===== src/rtl/sd_dfc_pkg.sv =====
// Shared delayed-flow-control definitions used by both ends of the link (sd_dfc_tx / sd_dfc_rx).
package sd_dfc_pkg;

    localparam logic dfc_fc_go   = 1'b1;
    localparam logic dfc_fc_stop = 1'b0;

    // Cycles the transmitter adds to the link round-trip (the fc capture flop)
    localparam int unsigned dfc_tx_lat = 1;

    localparam int unsigned skid_depth = 2;

    typedef logic [1:0] skid_occ_t;

endpackage


===== src/rtl/sd_dfc_tx_skid.sv =====
// Two-entry skid buffer feeding the DFC transmitter; c_drdy is registered from next occupancy.
module sd_dfc_tx_skid
    import sd_dfc_pkg::*;
#(
    parameter int unsigned width = 8
) (
    input  logic             clk,
    input  logic             rst,
    input  logic             c_srdy,
    output logic             c_drdy,
    input  logic [width-1:0] c_data,
    input  logic             pop,
    output logic [width-1:0] head,
    output skid_occ_t        occ
);

    logic [width-1:0] mem [skid_depth];
    logic             wr_ptr;
    logic             rd_ptr;
    logic             push;
    skid_occ_t        occ_nxt;

    assign push = c_srdy & c_drdy;
    assign head = mem[rd_ptr];

    always_comb begin
        occ_nxt = occ + skid_occ_t'(push) - skid_occ_t'(pop);
    end

    always_ff @(posedge clk) begin
        if (rst) begin
            occ    <= '0;
            wr_ptr <= 1'b0;
            rd_ptr <= 1'b0;
            c_drdy <= 1'b0;
        end else begin
            occ    <= occ_nxt;
            c_drdy <= (occ_nxt != skid_occ_t'(skid_depth));
            if (push) wr_ptr <= ~wr_ptr;
            if (pop)  rd_ptr <= ~rd_ptr;
        end
    end

    // Storage needs no reset: occupancy gates every read
    always_ff @(posedge clk) begin
        if (push) mem[wr_ptr] <= c_data;
    end

endmodule


===== src/rtl/sd_dfc_tx.sv =====
// Delayed-flow-control transmitter: registered valid/data link paced by a captured p_fc_n.
// Optional stall counter enabled by defining SD_DFC_TX_STALL_CNT_EN.
module sd_dfc_tx
    import sd_dfc_pkg::*;
#(
    parameter int unsigned width  = 8,
    parameter int unsigned cnt_sz = 16
) (
    input  logic              clk,
    input  logic              rst,
    input  logic              c_srdy,
    output logic              c_drdy,
    input  logic [width-1:0]  c_data,
    output logic              p_vld,
    output logic [width-1:0]  p_data,
    input  logic              p_fc_n,
    input  logic              force_stop,
    input  logic              stall_clr,
    output logic [cnt_sz-1:0] stall_cnt
);

    logic             fc_q;
    logic             send;
    logic [width-1:0] head;
    skid_occ_t        occ;

    sd_dfc_tx_skid #(.width(width)) u_skid (
        .clk    (clk),
        .rst    (rst),
        .c_srdy (c_srdy),
        .c_drdy (c_drdy),
        .c_data (c_data),
        .pop    (send),
        .head   (head),
        .occ    (occ)
    );

    assign send = (fc_q == dfc_fc_go) && (occ != '0);

    // Flow-control capture and link output registers
    always_ff @(posedge clk) begin
        if (rst) begin
            fc_q   <= dfc_fc_stop;
            p_vld  <= 1'b0;
            p_data <= '0;
        end else begin
            fc_q  <= p_fc_n & ~force_stop;
            p_vld <= send;
            if (send) p_data <= head;
        end
    end

`ifdef SD_DFC_TX_STALL_CNT_EN
    logic stall;

    assign stall = (occ != '0) && (fc_q == dfc_fc_stop);

    // Saturating stall counter; clear wins over increment
    always_ff @(posedge clk) begin
        if (rst || stall_clr) begin
            stall_cnt <= '0;
        end else if (stall && (stall_cnt != '1)) begin
            stall_cnt <= stall_cnt + cnt_sz'(1);
        end
    end
`else
    logic unused_stall_clr;

    assign unused_stall_clr = stall_clr;
    assign stall_cnt        = '0;
`endif

endmodule

===== config.mk =====
export PLATFORM = sky130hd
export DESIGN_NAME = sd_dfc_tx
export DESIGN_NICKNAME = d
export VERILOG_FILES = /design/src/rtl/sd_dfc_pkg.sv /design/src/rtl/sd_dfc_tx_skid.sv /design/src/rtl/sd_dfc_tx.sv
export SDC_FILE = /design/constraint.sdc
export NUM_CORES = 1
export LEC_CHECK = 0
export ABC_AREA = 1
export CORE_AREA = 2 2 56 58
export CTS_CLUSTER_DIAMETER = 120
export DETAILED_ROUTE_END_ITERATION = 8
export DIE_AREA = 0 0 58 60
export GPL_TIMING_DRIVEN = 0
export PLACE_DENSITY_LB_ADDON = 0.08
export SKIP_LAST_GASP = 1
export SYNTH_ARGS = -nofsm -noshare
export SYNTH_HDL_FRONTEND = slang
export SYNTH_SLANG_ARGS = --single-unit
export TNS_END_PERCENT = 10

===== constraint.sdc =====
create_clock -name clk -period 2.9 [get_ports clk]
set_clock_uncertainty 0.05 [all_clocks]
set_input_delay 0.58 -clock clk [delete_from_list [all_inputs] [get_ports clk]]
set_output_delay 0.58 -clock clk [all_outputs]
set_load 0.05 [all_outputs]

==> results of run 1 <==
## power groups by stage
stage	registers, mW	clock network (mW)	logic (mW)
global placement	0.536	0	0.244
CTS	0.528	0.427	0.249
floorplan	0.578	0	0.143
finish	0.527	0.417	0.247
global route	0.531	0.446	0.273
detailed placement	0.538	0	0.247
## routing by layer
layer,up-vias,track usage
met2,38,0.2208
met4,0,0.09967
li1,508,-
met1,377,0.1499
met5,-,0
met3,8,0.04113
## Yosys cell counts
cell | n | area (sq um)
nand2_1 | 48 | 180.2
nor2_1 | 23 | 86.33
inv_1 | 18 | 67.56
buf_4 | 16 | 120.1
edfxtp_1 | 16 | 480.5
dfxtp_1 | 15 | 300.3
buf_2 | 2 | 10.01
ha_1 | 2 | 25.02
nand3_1 | 2 | 10.01
a21oi_1 | 1 | 5.000
buf_6 | 1 | 11.26
conb_1 | 1 | 3.750
inv_2 | 1 | 3.750
nor3_1 | 1 | 5.000
o21ai_4 | 1 | 16.27
o21bai_2 | 1 | 11.26
## kinds of logic (layout without fill, tap and decap cells)
logic type,Yosys count,count (layout)
fa+ha+maj,2,2
simple gates,74,74
buf+inv,38,68
other cells,1,16
compound gates,3,3
flops,31,31
## sequential cells by signal, indices dropped and copies added, names as in the netlist
register / flops
u_skid.occ: 2
u_skid.rd_ptr: 1
fc_q: 1
u_skid.mem: 16
p_vld: 1
u_skid.wr_ptr: 1
u_skid.c_drdy: 1
p_data: 8
## layout make-up
| class | instances | share of cell area |
|---|---|---|
| Buffer | 19 | 0.08037 |
| Clock buffer | 5 | 0.02134 |
| Clock inverter | 3 | 0.03841 |
| Inverter | 19 | 0.04054 |
| Multi-Input combinational cell | 95 | 0.2269 |
| Sequential cell | 31 | 0.4438 |
| Tap cell | 33 | 0.02347 |
| Timing Repair Buffer | 22 | 0.1252 |
## stage by stage
stage          total power, mW  utilization  setup WS, ns  cell area, sq um  instances
3_3_place_gp            0.7802       0.5698        0.7474              1654        219
2_1_floorplan           0.7212            -         1.284              1393        164
6_report                 1.191       0.6060        0.7776              1759        227
4_1_cts                  1.204       0.6060        0.7674              1759        227
3_5_place_dp            0.7852       0.5698        0.7239              1654        219
5_1_grt                  1.250       0.6060        0.7267              1759        227
## cell usage in the layout, fill, tap and decap left out, types with 2 or more instances in the layout
cell	synthesis	routed
edfxtp_1	16	16
conb_1	1	16
bufinv_16	0	2
nand2_1	48	48
dfxtp_1	15	15
ha_1	2	2
nor2_1	23	23
clkdlybuf4s50_1	0	22
inv_1	18	18
buf_4	16	16
buf_2	2	2
clkbuf_4	0	5
nand3_1	2	2
## path summary, 6_finish.rpt
kind                                                  from                          to  cells past startpoint
worst max register to register    u_skid.occ[0]$_SDFF_PP0_    u_skid.c_drdy$_SDFF_PP0_                      9
worst min-delay path            u_skid.wr_ptr$_SDFFE_PP0P_  u_skid.wr_ptr$_SDFFE_PP0P_                      2
worst max-delay path                p_data[6]$_SDFFE_PP0P_                   p_data[6]                      1
worst min register to register  u_skid.wr_ptr$_SDFFE_PP0P_  u_skid.wr_ptr$_SDFFE_PP0P_                      2
==> results.md, run 1 <==
• **register area** 780.7 sq um
• **Overall Global Routing Usage** 0.1354
• **final period demand of the worst path** 2.122 ns
• **endpoint required time on the critical path** 2.27 ns
• **share of total power in sequential cells** 0.443
• **maximum resistive drop on vdd** 0.0005252 V
• **Reg2Reg Setup Slack** 1.21 ns
• **portion of the post-synthesis area used by sequential elements** 0.5843
• **detailed-routed wire length on met2** 908 microns
• **maximum capacitance violations** 0
• **power density over cell area** 676.9 nW/um^2
• **Port-buffer cells** 22
• **wire length on met3** 187 microns
• **via count normalized by instance count** 4.101
• **RSZ-0062 raised after global routing** false
• **initial antenna violation count** 0
• **Syn. warnings** 0
• **gr ovfl total** 0
• **combined buffer and inverter count along the critical path** 1
• **area of combinational cells with multiple inputs** 399.1 sq um
• **run status** finished, final reports clean
• **count of cell types in the netlist** 16
• **Initial Util** 0.4603
• **Setup crit end kind** output port
• **insertion delay of the later-clocked pin in the worst-skew pair** 0.33 ns
• **maximum cell stage delay along the critical path** 0.81 ns
• **fraction of final layout cells sized beyond drive strength 1** 0.1546
• **Max FO, Critical Path** 2
• **I/O pin count** 40
• **total number of H-tree levels** 2
• **fraction of power consumed by the clock network** 0.350
• **number of instances in the synthesized netlist** 149
• **xor-xnor portion of the synthesized cell area** 0
• **number of DRC violations after detailed-routing iteration 0** 16
• **met1 wire length** 908 microns
• **number of iterations in the first detailed-routing pass** 4
• **mux contribution to synthesized area** 0
• **kind of critical path** reg2out
• **number of global-route vias before repair** 802
• **height of the die** 60 microns
• **Post-layout nets** 209
• **TritonCTS clock tree** yes
• **synthesized-area fraction occupied by ao, oa, aoi and oai cells** 0.02434
• **Startpoint Class** register
• **Residual DRC** 0
• **part of the total power dissipated in combinational logic** 0.207
• **class of the worst hold path** reg2reg
• **register bit total from synthesis** 31
• **FILL cells** 261
• **share of total power consumed by net switching** 0.2792
• **diode insertion count for antenna repair** 0
• **post-CTS sizing** 0
• **Die Wd** 58 microns
• **Setup Buffers After CTS** 0
• **Placement Rows** 20
• **Vias** 931
• **maximum buffer depth of the clock tree** 2
• **WL/cell** 9.106 microns
• **Clock Root Buffer** clkbuf_4
• **fmax** 0.4712 GHz
• **DP Wirelength** 1486 microns
• **register clock-pin slew on the reported worst setup and hold paths** 0.10 ns
• **normalized max-slew margin** 0.5060
• **Pins Over Slew Limit** 0
• **global placer's final weighted congestion** 0.6724
• **Inserted Clock Buffers** 5
• **count of final setup violators** 0
• **slowest stage cell on the critical path** clkdlybuf4s50_1
• **share of the cycle needed by the critical path after routing** 0.7319
• **Core ar.** 2903 sq um
• **highest routed metal layer** met4
• **Clock Sinks** 31
• **final wirelength** 2067 microns
• **Die Outline Area** 3480 sq um
• **Final Hold Viols** 0
• **Static Leak** 0.8500 nW
• **total internal power** 0.8584 mW
• **area grow syn2layout** 31.65%
• **main combinational cell family by area after synthesis** simple AND/OR/NAND/NOR gates
• **power spent charging and discharging nets** 0.3325 mW
• **CTS Hold Buffers Added** 0
• **maximum number of pins on one net before global-route repair** 12
• **Fin Setup TNS** 0 ns
• **actual slew at the worst max-slew pin** 0.7383 ns
• **simple-gate portion of the synthesized area** 0.2107
• **first-pass GRT wire length** 3367 microns
• **arrival time reported for the critical path endpoint** 1.49 ns
• **Crit path max-delay family** buffers and inverters
• **area share of fa/ha/maj cells after synthesis** 0.01873
• **CP cell instances** clkdlybuf4s50_1
• **count of antenna-violating nets left after detailed routing** 0
• **worst hold slack** 0.4653 ns
• **mean cell area of the mapped netlist** 8.968 sq um
• **Post-Synthesis Cell Area** 1336 sq um
Note: power is estimated with default switching activity, not from simulation.
==> inputs of run 2 (changes only) <==
CORE_AREA = 2 2 57 59   (was 2 2 56 58)
DIE_AREA = 0 0 59 61   (was 0 0 58 60)
clock period = 2.15 ns   (was 2.9 ns; I/O delays follow)
==> run 2 against run 1 <==
- combinational power grew 35%
- global-route usage is 0.90 points lower
- critical path depth unchanged
- via count unchanged
- sequential share of layout area increased by 1.2 points
- cell area down 2.6%
- clock power down 19%
- register-to-register slack lost 0.77 ns
- non-clock buffer count is the same
- sequential power up 35%
- die area rose by 3.4%
- sequential cell count unchanged
- highest routed layer unchanged
==> results.md, run 2 (synthesis gave the netlist of run 1 again) <==
• **Crit path max-delay family** buffers and inverters
• **class of the worst hold path** reg2reg
• **count of antenna-violating nets left after detailed routing** 0
• **maximum number of pins on one net before global-route repair** 11
• **via count normalized by instance count** 4.101
• **maximum cell stage delay along the critical path** 0.80 ns
• **number of global-route vias before repair** 814
• **maximum resistive drop on vdd** 0.0004717 V
• **Pins Over Slew Limit** 0
• **global placer's final weighted congestion** 0.6827
• **Initial Util** 0.4525
• **fmax** 0.5134 GHz
• **Die Wd** 59 microns
• **commonest cells after routing, fill and taps aside** 48 x nand2_1, 23 x nor2_1, 22 x clkdlybuf4s50_1, 18 x inv_1
• **arrival time reported for the critical path endpoint** 1.47 ns
• **area grow syn2layout** 28.28%
• **Clock Root Buffer** clkbuf_4
• **number of iterations in the first detailed-routing pass** 4
• **I/O pin count** 40
• **maximum buffer depth of the clock tree** 2
• **run status** finished, final reports clean
• **power spent charging and discharging nets** 0.4268 mW
• **fraction of power consumed by the clock network** 0.245
• **DP Wirelength** 1480 microns
• **placed cell areas** 1654 sq um
• **count of final setup violators** 0
• **Fin Setup TNS** 0 ns
• **Placement Rows** 20
• **combined buffer and inverter count along the critical path** 1
• **Core ar.** 2953 sq um
• **part of the total power dissipated in combinational logic** 0.241
• **registers with the highest flip-flop counts** u_skid.mem x16, p_data x8, u_skid.occ x2
• **register clock-pin slew on the reported worst setup and hold paths** 0.10 ns
• **Overall Global Routing Usage** 0.1265
• **Die Outline Area** 3599 sq um
• **Final Hold Viols** 0
• **initial antenna violation count** 0
• **CTS Hold Buffers Added** 0
• **post-CTS sizing** 0
• **register with the most flip-flops** u_skid.mem
• **Startpoint Class** register
• **Post-layout nets** 209
• **Design Area, Final** 1714 sq um
• **share of the cycle needed by the critical path after routing** 0.9059
• **Setup Buffers After CTS** 0
• **fraction of final layout cells sized beyond drive strength 1** 0.1495
• **RSZ-0062 raised after global routing** false
• **gr ovfl total** 0
• **TritonCTS clock tree** yes
• **number of flip-flops under the largest register name** 16
• **Clock Sinks** 31
• **number of DRC violations after detailed-routing iteration 0** 13
• **final wirelength** 2041 microns
• **insertion delay of the later-clocked pin in the worst-skew pair** 0.31 ns
• **final period demand of the worst path** 1.948 ns
• **Max FO, Critical Path** 2
• **kind of critical path** reg2out
• **Residual DRC** 0
• **share of total power in sequential cells** 0.515
• **first-pass GRT wire length** 3312 microns
• **Port-buffer cells** 22
• **actual slew at the worst max-slew pin** 0.7572 ns
• **endpoint required time on the critical path** 1.67 ns
• **Vias** 931
• **share of total power consumed by net switching** 0.3089
• **Static Leak** 0.8339 nW
• **Setup crit end kind** output port
• **maximum capacitance violations** 0
• **total internal power** 0.9549 mW
• **diode insertion count for antenna repair** 0
• **power density over cell area** 806.0 nW/um^2
• **total number of H-tree levels** 2
• **FILL cells** 279
• **WL/cell** 8.991 microns
• **most common cell after layout, fill and taps aside** nand2_1
• **Inserted Clock Buffers** 5
• **CP cell instances** clkdlybuf4s50_1
• **normalized max-slew margin** 0.4933
• **height of the die** 61 microns
• **slowest stage cell on the critical path** clkdlybuf4s50_1
run 2: changes by cell type in the layout (fill, tap and decap cells not counted):
cell,change
bufinv_16,-2
clkinvlp_4,-1
clkbuf_8,+1
clkbuf_1,+1
clkinv_2,+1
run 2: through the flow:
step	hold WS, ns	worst slack, ns	cells	power, mW	util
2_1_floorplan	0.4312	0.5335	164	0.9728	-
3_3_place_gp	0.4442	0.1819	219	1.052	0.5602
3_5_place_dp	0.4506	0.1797	219	1.057	0.5602
4_1_cts	0.4657	0.1858	227	1.400	0.5805
5_1_grt	0.4961	0.1573	227	1.459	0.5805
6_report	0.4614	0.2023	227	1.382	0.5805
run 2: area by class of cell:
class,count,area (sq um),area share
buffer,19,141.4,0.08248
clock buffer,7,55.05,0.03212
clock inverter,1,5.005,0.002920
inverter,19,71.32,0.04161
multi-input combinational,95,399.1,0.2328
sequential,31,780.7,0.4555
tap,33,41.29,0.02409
timing repair buffer,22,220.2,0.1285
run 2: final timing paths:
| kind | from | endpoint | cells past startpoint | slack (ns) |
|---|---|---|---|---|
| max | p_data[1]$_SDFFE_PP0P_ | p_data[1] | 1 | 0.20 |
| min | p_data[4]$_SDFFE_PP0P_ | p_data[4]$_SDFFE_PP0P_ | 4 | 0.46 |
| max reg2reg | u_skid.occ[0]$_SDFF_PP0_ | u_skid.c_drdy$_SDFF_PP0_ | 9 | 0.44 |
| min reg2reg | p_data[4]$_SDFFE_PP0P_ | p_data[4]$_SDFFE_PP0P_ | 4 | 0.46 |
run 2: power groups by stage:
stage / logic [mW] / clock network (mW) / registers, mW
finish: 0.333 / 0.338 / 0.711
global route: 0.366 / 0.377 / 0.716
CTS: 0.335 / 0.353 / 0.712
detailed placement: 0.332 / 0 / 0.725
global placement: 0.328 / 0 / 0.724
floorplan: 0.193 / 0 / 0.779
run 2: routing by layer:
metal	wire length [microns]	track usage	vias up
li1	-	-	512
met2	935	0.2032	34
met1	925	0.1520	383
met5	0	0	-
met4	18	0.07143	0
met3	162	0.03838	2
==> inputs of run 3 (changes only) <==
CORE_AREA = 2 2 65 67   (was 2 2 57 59)
DIE_AREA = 0 0 67 69   (was 0 0 59 61)
SLEW_MARGIN = 0   (was unset)
TNS_END_PERCENT = unset   (was 10)
==> run 3 against run 2 <==
- non-clock buffer count did not move
- sequential cell count did not move
- worst setup slack improved by 0.048 ns
- routed wire length rose by 11%
- global-route usage fell by 1.5 points
- fmax rose by 2.5%
- final cell count rose by 7.5%
- die area rose by 28%
- core utilization fell by 13 points
- via count fell by 0.43%
- largest cell class unchanged
==> results.md, run 3 (synthesis gave the netlist of run 1 again) <==
• **global placer's final weighted congestion** 0.6415
• **combined buffer and inverter count along the critical path** 1
• **slowest stage cell on the critical path** clkdlybuf4s50_1
• **CP cell instances** clkdlybuf4s50_1
• **register clock-pin slew on the reported worst setup and hold paths** 0.06 ns
• **normalized max-slew margin** 0.4952
• **share of the cycle needed by the critical path after routing** 0.8836
• **number of flip-flops under the largest register name** 16
• **Die Wd** 67 microns
• **kind of critical path** reg2out
• **Static Leak** 0.8389 nW
• **commonest cells after routing, fill and taps aside** 48 x nand2_1, 23 x nor2_1, 22 x clkdlybuf4s50_1, 18 x inv_1
• **fraction of final layout cells sized beyond drive strength 1** 0.1392
• **fmax** 0.5264 GHz
• **registers with the highest flip-flop counts** u_skid.mem x16, p_data x8, u_skid.occ x2
• **Setup crit end kind** output port
• **endpoint required time on the critical path** 1.67 ns
• **final period demand of the worst path** 1.900 ns
• **class of the worst hold path** reg2reg
• **Port-buffer cells** 22
• **count of antenna-violating nets left after detailed routing** 0
• **CTS Hold Buffers Added** 0
• **height of the die** 69 microns
• **Residual DRC** 0
• **maximum number of pins on one net before global-route repair** 11
• **gr ovfl total** 0
• **final wirelength** 2259 microns
• **area grow syn2layout** 31.37%
• **start point of the worst hold path** u_skid.wr_ptr$_SDFFE_PP0P_
• **Post-layout nets** 209
• **initial antenna violation count** 0
• **FF-to-FF Start** u_skid.occ[0]$_SDFF_PP0_
• **Clock Root Buffer** clkbuf_8
• **number of DRC violations after detailed-routing iteration 0** 34
• **Vias** 927
• **diode insertion count for antenna repair** 0
• **insertion delay of the later-clocked pin in the worst-skew pair** 0.28 ns
• **I/O pin count** 40
• **number of iterations in the first detailed-routing pass** 4
• **FF-to-FF path depth** 9
• **via count normalized by instance count** 3.799
• **Clock Sinks** 31
• **Pins Over Slew Limit** 0
• **maximum resistive drop on vdd** 0.0004716 V
• **Fin Setup TNS** 0 ns
• **most common cell after layout, fill and taps aside** nand2_1
• **capturing point of the worst reg2reg path** u_skid.c_drdy$_SDFF_PP0_
• **WL/cell** 9.258 microns
• **Overall Global Routing Usage** 0.1113
• **DP Wirelength** 1628 microns
• **Crit path max-delay family** buffers and inverters
• **Startpoint Class** register
• **Die Outline Area** 4623 sq um
• **maximum capacitance violations** 0
• **maximum buffer depth of the clock tree** 2
• **share of the core filled with cells** 0.4485
• **Hold Path Cell Cnt** 2
• **total number of H-tree levels** 2
• **Setup Buffers After CTS** 0
• **arrival time reported for the critical path endpoint** 1.42 ns
• **Max FO, Critical Path** 2
• **cell depth of the worst setup path** 1
• **Endpoint, Worst Hold** u_skid.wr_ptr$_SDFFE_PP0P_
• **run status** finished, final reports clean
• **register with the most flip-flops** u_skid.mem
• **post-CTS sizing** 0
• **Placement Rows** 23
• **Reg2Reg Setup Slack** 0.41 ns
• **TritonCTS clock tree** yes
• **count of final setup violators** 0
• **Inserted Clock Buffers** 5
• **Core ar.** 3914 sq um
• **RSZ-0062 raised after global routing** false
• **first-pass GRT wire length** 3781 microns
• **number of global-route vias before repair** 846
• **power density over cell area** 836.5 nW/um^2
• **Final Hold Viols** 0
• **maximum cell stage delay along the critical path** 0.81 ns
• **Initial Util** 0.3414
• **actual slew at the worst max-slew pin** 0.7545 ns
run 3: changes by cell type in the layout (fill, tap and decap cells not counted):
cell / before / now
clkinv_2: 1 / 0
clkinv_1: 0 / 2
clkbuf_4: 5 / 0
clkbuf_8: 1 / 5
run 3: per-stage QoR:
step / hold WS, ns / cells / power [mW] / setup slack [ns] / cell area [sq um]
floorplan: 0.4312 / 164 / 0.9728 / 0.5335 / 1393
global placement: 0.4484 / 236 / 1.057 / 0.1205 / 1675
detailed placement: 0.4533 / 236 / 1.062 / 0.1191 / 1675
CTS: 0.4632 / 244 / 1.494 / 0.2232 / 1755
global route: 0.4893 / 244 / 1.555 / 0.2085 / 1755
finish: 0.4555 / 244 / 1.468 / 0.2503 / 1755
run 3: how the worst max path moves through the flow:
stage / slack, ns / endpoint / start
final: 0.25 / p_data[7] / p_data[7]$_SDFFE_PP0P_
after detailed placement: 0.12 / u_skid.mem[1][4]$_DFFE_PP_ / c_srdy
after global routing: 0.21 / p_data[7] / p_data[7]$_SDFFE_PP0P_
after floorplan: 0.53 / u_skid.mem[1][0]$_DFFE_PP_ / u_skid.c_drdy$_SDFF_PP0_
after CTS: 0.22 / p_data[7] / p_data[7]$_SDFFE_PP0P_
after global placement: 0.12 / u_skid.mem[1][4]$_DFFE_PP_ / c_srdy
run 3: cell type report:
type | count | area [sq um]
plain buffers | 19 | 141.4
inverters | 19 | 71.32
clock buffers | 6 | 72.57
multi-input cells | 95 | 399.1
repair buffers | 22 | 220.2
flip-flops and latches | 31 | 780.7
clock inverters | 2 | 7.507
fillers | 394 | 2158
well taps | 50 | 62.56
run 3: per-layer routing:
metal / vias to the layer above / wire length [microns] / GRT usage
met5: - / 0 / 0
met4: 0 / 39 / 0.06122
met3: 6 / 189 / 0.04894
met2: 37 / 1027 / 0.1683
met1: 377 / 1003 / 0.1294
li1: 507 / - / -
run 3: where the power goes:
part | total [mW] | internal [mW] | switching [mW]
registers | 0.712 | 0.687 | 0.0252
logic | 0.337 | 0.111 | 0.226
clock network | 0.419 | 0.220 | 0.199
==> RTL change (settings of run 3) <==
Build with the macro `SD_DFC_TX_STALL_CNT_EN` defined.
--- a/src/rtl/sd_dfc_tx.sv
+++ b/src/rtl/sd_dfc_tx.sv
@@ -2,2 +2,4 @@
 // Optional stall counter enabled by defining SD_DFC_TX_STALL_CNT_EN.
+`define SD_DFC_TX_STALL_CNT_EN
+
 module sd_dfc_tx
Check against the original RTL: not equivalent (Yosys sat finds a counterexample within 4 cycles, from zero or initial values and one cycle with rst high).
==> RTL change against run 3 <==
- setup slack worse by 180 ps
- synthesized area is 56% higher
- power is 17% higher
- sequential cell count is 16 higher
- core utilization is 22 points higher
- sequential power is 37% higher
- via count is 93% higher
- die area stayed put
- first-iteration DRC count grew to 4.9 times the old value
- non-clock buffer count is 2 higher
- design area is 50% higher
- largest power group unchanged
- wire length is 93% higher
- critical path depth stayed put
- fmax is 8.5% lower
==> RTL change: results (changes against run 3) <==
Detailed Route Iter0 Violations -> 165 (+390%)
Met2 Use GR -> 32.6% (+16 points)
Worst R2R Start -> u_skid.occ[1]
Post-synth top cells -> 58 x nand2_1, 42 x nor2_1, 31 x dfxtp_1
Status -> finished, final reports clean
GP Congestion -> 0.930 (+45%)
Distinct cells, synth -> 25 (+9)
Ys Warns -> 0 (unchanged)
Vias after detailed routing -> 1785 (+93%)
Crit path DAT -> 1600 ps (+180 ps)
Ranking of synthesized cells by area -> dfxtp_1 30%, edfxtp_1 23%, nand2_1 10%, nor2_1 7.6%, inv_1 4.1%
Reg-to-reg slack, setup -> 270 ps (-140 ps)
Worst hold slack -> 461 ps (+5.03 ps)
Post-Place Setup Slack -> 107 ps (-12.4 ps)
Sum of routed wire segments on met1 -> 2140 microns (+110%)
Setup crit start -> stall_cnt[7]
Layout cell share with drive strength beyond 1 -> 9.27% (-4.6 points)
Hpwl dp -> 3220 microns (+98%)
Peak supply drop -> 0.510 mV (+8.1%)
Tot GR Track Use -> 20.7% (+9.6 points)
Seq/Total Area, Yosys -> 52.8% (-5.7 points)
Nets -> 318 (+52%)
Worst path max stage delay -> 850 ps (+40 ps)
Non-Filler Instances -> 352 (+44%)
Mapped Cells -> 255 (+71%)
Wire length on met2 -> 1990 microns (+94%)
Worst slew margin -> 47.6% (-1.9 points)
Worst Hold End -> u_skid.wr_ptr
LEAKAGE -> 0.966 nW (+15%)
Placed Instances -> 344 (+46%)
Detail Route met3 WL -> 173 microns (-8.5%)
Worst setup path end -> stall_cnt[7]
Fillers -> 354 (-10%)
First-pass DRT Iterations -> 4 (unchanged)
Clock-pin slew of the registers on the worst-case setup and hold paths -> 80 ps (+20 ps)
WL final -> 4370 microns (+93%)
Crit share post-route -> 96.6% (+8.2 points)
CP Max Fanout -> 6 (+4)
R2R cell count -> 8 (-1)
Met3 Resource Use GR -> 3.43% (-1.5 points)
Global Route met1 Usage -> 28.9% (+16 points)
Commonest register cell after synthesis -> dfxtp_1
IO Port Bufs -> 39 (+77%)
Vias in the first global route -> 1727 (+100%)
Global-route wire length before repair -> 7450 microns (+97%)
Largest net degree at the start of global routing -> 16 (+5)
Biggest regs -> stall_cnt: 16 flops, u_skid.mem: 16 flops, p_data: 8 flops
Placement Cell Area -> 2540 sq um (+52%)
## RTL change: logic make-up (layout without fill, tap and decap cells)
logic type | count (synthesis) | after routing | share of synthesized area (%)
adders and majority gates | 3 | 3 | 1.80
AOI/OAI and AO/OA | 32 | 32 | 8.15
xor gates and xnor gates | 4 | 4 | 1.68
and+or+nand+nor | 141 | 141 | 30.3
buffers and inverters | 28 | 75 | 5.28
DFF | 47 | 47 | 52.8
## RTL change: final cells by class
type / count / area [sq um] / area share [%]
tap: 50 / 62.6 / 2.38
clock buffer: 6 / 72.6 / 2.76
clock inverter: 2 / 16.3 / 0.618
multi-input combinational: 180 / 878 / 33.4
sequential: 47 / 1100 / 41.8
inverter: 24 / 90.1 / 3.42
timing repair buffer: 39 / 390 / 14.8
buffer: 4 / 20.0 / 0.761
## RTL change: power breakdown
part,switching (W),internal (W)
clock,0.000288,0.000234
combinational,0.000144,0.0000793
sequential,0.0000176,0.000954
